## src/rtl/decrypter_top_level.sv

```systemverilog
// ============================================================================
// Module   : decrypter_top_level (with embedded memory dm1)
// Purpose  : 5-bit LFSR stream decrypter. Recovers the tap pattern and seed
//            from a known preamble held in mem[0..MSG_LEN-1]. Writes the
//            decrypted payload to mem[64..], then raises done.
// Options  : TAIL_FILL_EN - when defined, the output tail left unused by the
//            payload (mem[64+MSG_LEN-pre_len .. 64+MSG_LEN-1]) is filled with
//            the preamble value before done.
// Revision : 1.0 - initial release
// ============================================================================
`default_nettype none

module dm1 (
  input  logic       clk,
  input  logic       we,
  input  logic [7:0] waddr,
  input  logic [7:0] wdata,
  input  logic [7:0] raddr,
  output logic [7:0] rdata
);

  // Storage has no reset: contents survive init so the host can read results.
  logic [7:0] core [0:255];

  // Single synchronous write port.
  always_ff @(posedge clk) begin
    if (we) begin
      core[waddr] <= wdata;
    end
  end

  assign rdata = core[raddr];

endmodule

module decrypter_top_level #(
  parameter int MSG_LEN = 64,
  parameter int LFSR_W  = 5
) (
  input  logic       clk,
  input  logic       init,
  input  logic [7:0] preamble,
  input  logic [7:0] pre_len,
  input  logic       wr_en_tb,
  input  logic [7:0] waddr_tb,
  input  logic [7:0] data_in_tb,
  input  logic [7:0] raddr_tb,
  output logic [7:0] data_out_tb,
  input  logic       mem_tb_control,
  output logic       done
);

  localparam int OUT_BASE = 64;
  // Fallback path fast-forwards the LFSR combinationally over the preamble;
  // this bounds the unrolled depth to the largest legal pre_len.
  localparam int MAX_ADV  = 12;

  typedef enum logic [2:0] {
    ST_IDLE    = 3'd0,
    ST_SEED    = 3'd1,
    ST_SEARCH  = 3'd2,
    ST_DECRYPT = 3'd3,
    ST_TAIL    = 3'd4,
    ST_DONE    = 3'd5
  } state_t;

  state_t            state_q, state_d;
  logic [LFSR_W-1:0] lfsr_q, lfsr_d;
  logic [LFSR_W-1:0] seed_q, seed_d;
  logic [2:0]        pat_q, pat_d;
  logic [7:0]        idx_q, idx_d;
  logic [7:0]        k_q, k_d;

  logic [7:0] fsm_raddr, fsm_waddr, fsm_wdata;
  logic       fsm_we;
  logic [7:0] mem_raddr, mem_waddr, mem_wdata, mem_rdata;
  logic       mem_we;

  logic [7:0] ks_byte;
  logic       byte_match;
  logic       search_last;
  logic       decrypt_avail;

  function automatic logic [LFSR_W-1:0] taps_of(input logic [2:0] p);
    logic [LFSR_W-1:0] t;
    case (p)
      3'd0:    t = LFSR_W'(5'h1E);
      3'd1:    t = LFSR_W'(5'h1D);
      3'd2:    t = LFSR_W'(5'h1B);
      3'd3:    t = LFSR_W'(5'h17);
      3'd4:    t = LFSR_W'(5'h14);
      3'd5:    t = LFSR_W'(5'h12);
      default: t = LFSR_W'(5'h1E);
    endcase
    return t;
  endfunction

  function automatic logic [LFSR_W-1:0] lfsr_step(input logic [LFSR_W-1:0] l,
                                                  input logic [LFSR_W-1:0] t);
    return {l[LFSR_W-2:0], ^(l & t)};
  endfunction

  function automatic logic [LFSR_W-1:0] lfsr_advance(input logic [LFSR_W-1:0] l,
                                                     input logic [LFSR_W-1:0] t,
                                                     input logic [7:0]        n);
    logic [LFSR_W-1:0] r;
    r = l;
    for (int j = 0; j < MAX_ADV; j++) begin
      if (8'(j) < n) begin
        r = lfsr_step(r, t);
      end
    end
    return r;
  endfunction

  // Memory ports: host owns both ports when mem_tb_control is high.
  // FSM writes are suppressed while init is held so an abort is immediate.
  assign mem_raddr = mem_tb_control ? raddr_tb   : fsm_raddr;
  assign mem_we    = mem_tb_control ? wr_en_tb   : (fsm_we & ~init);
  assign mem_waddr = mem_tb_control ? waddr_tb   : fsm_waddr;
  assign mem_wdata = mem_tb_control ? data_in_tb : fsm_wdata;

  dm1 dm1 (
    .clk   (clk),
    .we    (mem_we),
    .waddr (mem_waddr),
    .wdata (mem_wdata),
    .raddr (mem_raddr),
    .rdata (mem_rdata)
  );

  assign data_out_tb   = mem_rdata;
  assign done          = (state_q == ST_DONE);
  assign ks_byte       = {{(8 - LFSR_W){1'b0}}, lfsr_q};
  assign byte_match    = ((mem_rdata ^ ks_byte) == preamble);
  // Widened compares keep out-of-range pre_len values terminating.
  assign search_last   = (({1'b0, idx_q} + 9'd1) >= {1'b0, pre_len});
  assign decrypt_avail = ({1'b0, pre_len} < 9'(MSG_LEN));

`ifdef TAIL_FILL_EN
  logic tail_avail;
  assign tail_avail = (pre_len != 8'd0);
`endif

  // State and datapath registers; init clears everything except memory.
  always_ff @(posedge clk) begin
    if (init) begin
      state_q <= ST_IDLE;
      lfsr_q  <= '0;
      seed_q  <= '0;
      pat_q   <= '0;
      idx_q   <= '0;
      k_q     <= '0;
    end else begin
      state_q <= state_d;
      lfsr_q  <= lfsr_d;
      seed_q  <= seed_d;
      pat_q   <= pat_d;
      idx_q   <= idx_d;
      k_q     <= k_d;
    end
  end

  // Next-state, LFSR sequencing and FSM memory port control.
  always_comb begin
    state_d   = state_q;
    lfsr_d    = lfsr_q;
    seed_d    = seed_q;
    pat_d     = pat_q;
    idx_d     = idx_q;
    k_d       = k_q;
    fsm_raddr = 8'd0;
    fsm_we    = 1'b0;
    fsm_waddr = 8'd0;
    fsm_wdata = 8'd0;

    case (state_q)
      ST_IDLE: begin
        state_d = ST_SEED;
      end

      ST_SEED: begin
        fsm_raddr = 8'd0;
        seed_d    = mem_rdata[LFSR_W-1:0] ^ preamble[LFSR_W-1:0];
        lfsr_d    = seed_d;
        pat_d     = 3'd0;
        idx_d     = 8'd0;
        k_d       = 8'd0;
        state_d   = ST_SEARCH;
      end

      ST_SEARCH: begin
        fsm_raddr = idx_q;
        if (byte_match) begin
          lfsr_d = lfsr_step(lfsr_q, taps_of(pat_q));
          if (search_last) begin
            // Pattern locked; LFSR now sits at position pre_len.
            idx_d   = pre_len;
            k_d     = 8'd0;
            state_d = decrypt_avail ? ST_DECRYPT : ST_DONE;
          end else begin
            idx_d = idx_q + 8'd1;
          end
        end else if (pat_q == 3'd5) begin
          // No pattern fits: fall back to pattern 0 positioned past the preamble.
          pat_d   = 3'd0;
          lfsr_d  = lfsr_advance(seed_q, taps_of(3'd0), pre_len);
          idx_d   = pre_len;
          k_d     = 8'd0;
          state_d = decrypt_avail ? ST_DECRYPT : ST_DONE;
        end else begin
          pat_d  = pat_q + 3'd1;
          lfsr_d = seed_q;
          idx_d  = 8'd0;
        end
      end

      ST_DECRYPT: begin
        fsm_raddr = idx_q;
        fsm_we    = 1'b1;
        fsm_waddr = 8'(OUT_BASE) + k_q;
        fsm_wdata = mem_rdata ^ ks_byte;
        lfsr_d    = lfsr_step(lfsr_q, taps_of(pat_q));
        idx_d     = idx_q + 8'd1;
        k_d       = k_q + 8'd1;
        if (idx_q == 8'(MSG_LEN - 1)) begin
`ifdef TAIL_FILL_EN
          state_d = tail_avail ? ST_TAIL : ST_DONE;
`else
          state_d = ST_DONE;
`endif
        end
      end

`ifdef TAIL_FILL_EN
      ST_TAIL: begin
        fsm_we    = 1'b1;
        fsm_waddr = 8'(OUT_BASE) + k_q;
        fsm_wdata = preamble;
        k_d       = k_q + 8'd1;
        if (k_q == 8'(MSG_LEN - 1)) begin
          state_d = ST_DONE;
        end
      end
`endif

      ST_DONE: begin
        state_d = ST_DONE;
      end

      default: begin
        state_d = ST_IDLE;
      end
    endcase
  end

endmodule

`default_nettype wire

```

## config.mk

```make
export PLATFORM = sky130hd
export DESIGN_NAME = decrypter_top_level
export DESIGN_NICKNAME = d
export VERILOG_FILES = /design/src/rtl/decrypter_top_level.sv
export SDC_FILE = /design/constraint.sdc
export NUM_CORES = 2
export LEC_CHECK = 0
export ABC_AREA = 1
export ABC_CLOCK_PERIOD_IN_PS = 43900
export CORE_MARGIN = 4
export CORE_UTILIZATION = 49
export CTS_CLUSTER_SIZE = 16
export DETAILED_ROUTE_END_ITERATION = 10
export PLACE_DENSITY_LB_ADDON = 0.05
export SYNTH_ARGS = -nofsm -noshare
export SYNTH_HDL_FRONTEND = slang
export SYNTH_SLANG_ARGS = --single-unit
```

## constraint.sdc

```tcl
create_clock -name clk -period 43.9 [get_ports clk]
set_input_delay 4.39 -clock clk [delete_from_list [all_inputs] [get_ports clk]]
set_output_delay 4.39 -clock clk [all_outputs]
set_load 0.01 [all_outputs]
```

### Word-level counts from Yosys, hierarchy flattened

Memories as Yosys holds them, arrays and structs flattened.
Index checks and enable logic that the tools add are counted.

* register bits after elaboration: 32
* word-level logic and storage cells: 147
* output and inout bits: 9
* memories: 1
* memory bits (writable): 2048
* input bits: 44

* $lt $le $gt $ge: 14
* multiplexer cells: 79
* eq/ne operators: 15
* add/sub/neg operators: 5
* bitwise gates (word level): 6
* reductions and logical operators: 21

Memories
* dm1.core: words 256, bits a word 8, read ports 1, clocked after memory_dff 0, wr ports 1, line 23 `logic [7:0] core [0:255];`

Operator list (count)
* $mux 5: 50
* $mux 8: 12
* $reduce_xor 5->1: 14
* $pmux 8 s3: 2
* $lt 3x8->1 const A: 4
* $lt 4x8->1 const A: 4
* $mux 3: 7
* $pmux 4 s5: 1
* $add 8x1->8 const B: 2
* $lt 1x8->1 const A: 2
* $lt 2x8->1 const A: 2
* $pmux 3 s5: 1
* $pmux 5 s3: 1
* $eq 3x2->1 const B: 4
* $and 5x5->5: 2
* $add 8x1->9 const B: 1
* $eq 3x3->1 const B: 3
* $ge 9x8->1: 1
* $add 7x8->8 const A: 1
* $eq 8x6->1 const B: 1
* $eq 8x8->1: 1
* $lt 8x7->1 const B: 1
* $xor 8x5->8: 1
* $eq 3x1->1 const B: 2
* other kinds (14): 20

### Longest topological paths before layout

An unclocked memory read counts as a cell.

* depth after elaboration: 64
* depth in mapped cells: 43

### Modules after synthesis

A second synthesis with hierarchy kept.

* cells, all modules: 7774
* area total of the unflattened synthesis: 87615.3 um^2

Modules (own cells, without submodules)
* dm1: cells an instance 6995, sequential area each 61499.0 um^2, area each 83236.1 um^2, times used 1
* decrypter_top_level: cells an instance 779, sequential area each 640.6 um^2, area each 4379.2 um^2, times used 1

### Worst setup path before layout

OpenSTA, ideal clock, no wires.

* path kind: input to register
* from: input port mem_tb_control
* to: memory dm1.core[0][2], data pin
* cell stages on the path: 18
* library setup time: 2187 ps
* slack: 25427 ps
* data arrival time: 16287 ps
* path through: buf_6 inv_4 or2_1 nand2_4 inv_4 buf_6 buf_6 buf_2 o21ai_0 o22ai_1 o21ai_0 o221ai_1 nand3_1 nand3_1 nand3_1 nand2_2 xor2_2 o21ai_0

* cells in the longest elaborated chain, start to end: 5

RTL lines
* from (decl): line 49 `input logic mem_tb_control,`
* $mux 8: line 118 `assign mem_raddr = mem_tb_control ? raddr_tb : fsm_raddr;`
* $mem_v2 256x8
* named net data_out_tb[2]: line 48 `output logic [7:0] data_out_tb,`
* $xor 8x5->8: line 222 `fsm_wdata = mem_rdata ^ ks_byte;`
* $mux 8: line 177 `case (state_q)`
* $mux 8: line 121 `assign mem_wdata = mem_tb_control ? data_in_tb : fsm_wdata;`
* named net dm1.wdata[2]: line 17 `input logic [7:0] wdata,`
* to (decl): line 23

The timed path passes the listed nets, and every way through them passes these cells.

### Final worst setup path

* from: input port mem_tb_control
* to: output port data_out_tb[6]

* cells in the longest elaborated chain, start to end: 2

RTL lines (line)
* $mux 8: 118
* $mem_v2 256x8
* to (decl): 48

No other way between the ends.

==> results.json <==
{
  "grt_use_total": 0.275,
  "ys.flop_type": "edfxtp_1",
  "htree_levels": 4,
  "die_width_um": 426,
  "ir_drop_mv": 0.0463,
  "slowest_delay_ns": 0.95,
  "cts_resized": 0,
  "pin_count": 53,
  "row_count": 153,
  "routabilityCongestion": 0.822,
  "via_per_inst": 6.14,
  "status": "finished clean",
  "placed_cells": 8978,
  "start_util": 0.493,
  "cpMaxStageDelayCell": "o22ai_1",
  "yosys-top-cells-area": "edfxtp_1 72%, nor2_1 6.9%, o21ai_0 5.9%",
  "routedWlPerCell_um": 27.0,
  "fin_skew_ns": 0.0344,
  "cts_tree": "yes",
  "maxCapViolCount": 0,
  "slew_headroom": 0.135,
  "path_class": "input port to primary output",
  "final_nets": 6925,
  "syn_avg_cell_area_um2": 12.3,
  "fin_cells": 9368,
  "crit_fanout": 213,
  "synth_top_area_share": 0.717,
  "core_area_mm2": 0.174,
  "powerDensity_mw_per_mm2": 50.1,
  "die_h_um": 426,
  "drc": 0,
  "layout-drive-gt1-share": 0.0663,
  "final_common_cell": "edfxtp_1",
  "grt_antenna_before_repair": 5,
  "worst_pin_slew_ns": 1.30,
  "grt_pass1_vias": 54211,
  "cp_num_buf_inv": 7,
  "power.leakage_uw": 0.0301,
  "ys_seq_area_frac": 0.724,
  "post_cts_buffers": 0,
  "ys_ff_latch": 2080,
  "netlist-cell-type-count": 60,
  "grt-ovfl-total": 0,
  "postCtsHoldBufs": 0,
  "syn_inst": 6998,
  "hp-class": "flip-flop to flip-flop",
  "critPathLaunchType": "input port",
  "cts_buffers": 214,
  "dp_hpwl_mm": 139,
  "crit_family": "buffers and inverters",
  "synth.cell_area_mm2": 0.0858,
  "insertion_delay_ns": 0.87,
  "hold_viol_final": 0,
  "crit_path_end_kind": "primary output",
  "cp.required_ns": 39.51,
  "vias": 57550,
  "fin_crit_ns": 16.93,
  "yosys.area.top_type": "edfxtp_1",
  "finalCritPeriodShare": 0.386,
  "grt_pass1_wl_mm": 372,
  "grt_max_degree": 214,
  "final_cell_mix": "2048 x edfxtp_1, 1580 x nor2_1, 997 x o21ai_0",
  "cp.arrival_ns": 12.54,
  "clockBufferDepth": 3,
  "synth_warnings": 0,
  "finalSetupTns_ns": 0,
  "fmax_mhz": 59.1,
  "port-buffer-count": 52,
  "wl_mm": 253,
  "rsz0062_at_grt": "false",
  "whs_ns": 0.472,
  "finalSetupViolCount": 0,
  "syn_to_final_growth_pct": 10.1,
  "slew_violations": 0,
  "drt_iter0_markers": 6748,
  "clock-sinks": 2080,
  "crit_chain": "clkdlybuf4s50_1 > inv_4 > or2_1 > nand2_8 > inv_16 > buf_4 > buf_4 > buf_12 > nor2_1 > o22ai_1 > o21ai_0 > o221ai_1 > nand3_1 > nand2_1 > o21ai_1 > o22ai_1 > clkdlybuf4s50_1",
  "root_buffer": "clkbuf_16",
  "path_clk_slew_ns": 0.06,
  "synth_edf_count": 2048,
  "async_flop_share": 0,
  "die_area_mm2": 0.182,
  "syn-num-nets": 7054,
  "first_pass_iters": 6,
  "postRouteAntennaNets": 0
}
## state kept, by name, indices dropped and copies added, names as in the netlist
name	flops
pat_q	3
state_q	3
idx_q	8
dm1.core	2048
seed_q	5
k_q	8
lfsr_q	5
## cells by family (layout without fill, tap and decap cells)
logic type / after synthesis / in the layout / share of synthesized area
simple gates: 2193 / 2193 / 0.102
compound gates: 2086 / 2086 / 0.137
flops: 2080 / 2080 / 0.724
buf+inv: 599 / 643 / 0.0321
xor+xnor: 27 / 27 / 0.00302
fa+ha+maj: 12 / 12 / 0.00175
mux: 1 / 1 / 0.000117
other cells: 0 / 1 / 0
## per-stage QoR
step | util | power (uW) | setup slack (ns) | area, um2
2_1_floorplan | - | 2860 | 25.43 | 85800
5_1_grt | 0.542 | 4930 | 26.75 | 94400
4_1_cts | 0.542 | 4750 | 27.30 | 94400
3_3_place_gp | 0.505 | 3050 | 27.40 | 87900
6_report | 0.543 | 4730 | 26.97 | 94400
3_5_place_dp | 0.505 | 3060 | 27.29 | 87900
## where the power goes
part / leakage [uW] / switching (uW) / internal, uW / total, uW
Clock: 0.00316 / 765 / 942 / 1710
Combinational: 0.00795 / 572 / 223 / 795
Sequential: 0.0189 / 7.22 / 2220 / 2230
## final cells by class
cell class	count	area, um2
clock inverter	122	871
clock buffer	267	5600
sequential	2080	62100
multi-input combinational	4319	21100
tap	2325	2910
fill	14727	79600
inverter	112	467
antenna	1	2.50
timing repair buffer	142	1350
## metal layers
| layer | share of wire | global-route usage | vias to the layer above | wire [um] |
|---|---|---|---|---|
| li1 | - | - | 25730 | - |
| met1 | 0.44 | 0.406 | 28969 | 111000 |
| met2 | 0.45 | 0.417 | 2467 | 114000 |
| met3 | 0.084 | 0.0527 | 382 | 21200 |
| met4 | 0.027 | 0.0766 | 2 | 6860 |
| met5 | 0.000051 | 0 | - | 13 |
## final timing paths
check | from | endpoint | slack (ns) | cells past startpoint
max | mem_tb_control | data_out_tb[6] | 26.97 | 17
max reg2reg | state_q[2] | dm1.core[158][3] | 34.02 | 20
min reg2reg | seed_q[0] | seed_q[0] | 0.47 | 2
min | seed_q[0] | seed_q[0] | 0.47 | 2
## tightest hold or removal path: cells and delay by family (launching register included)
family	cells	cell delay, ns
DFF	1	0.31
and+or+nand+nor	1	0.06
AOI/OAI and AO/OA	1	0.06
## cell usage after synthesis (19+ instances only)
cell	count
edfxtp_1	2048
dfxtp_1	32
o221ai_1	101
buf_2	198
nand2_1	340
o21ai_1	336
nand2_2	19
buf_6	22
inv_1	95
clkbuf_1	240
a21oi_1	28
nand3_1	204
o21ai_0	1003
o211ai_1	33
nor2_1	1580
o22ai_1	540
No activity file was read; power rests on OpenSTA's default activity.
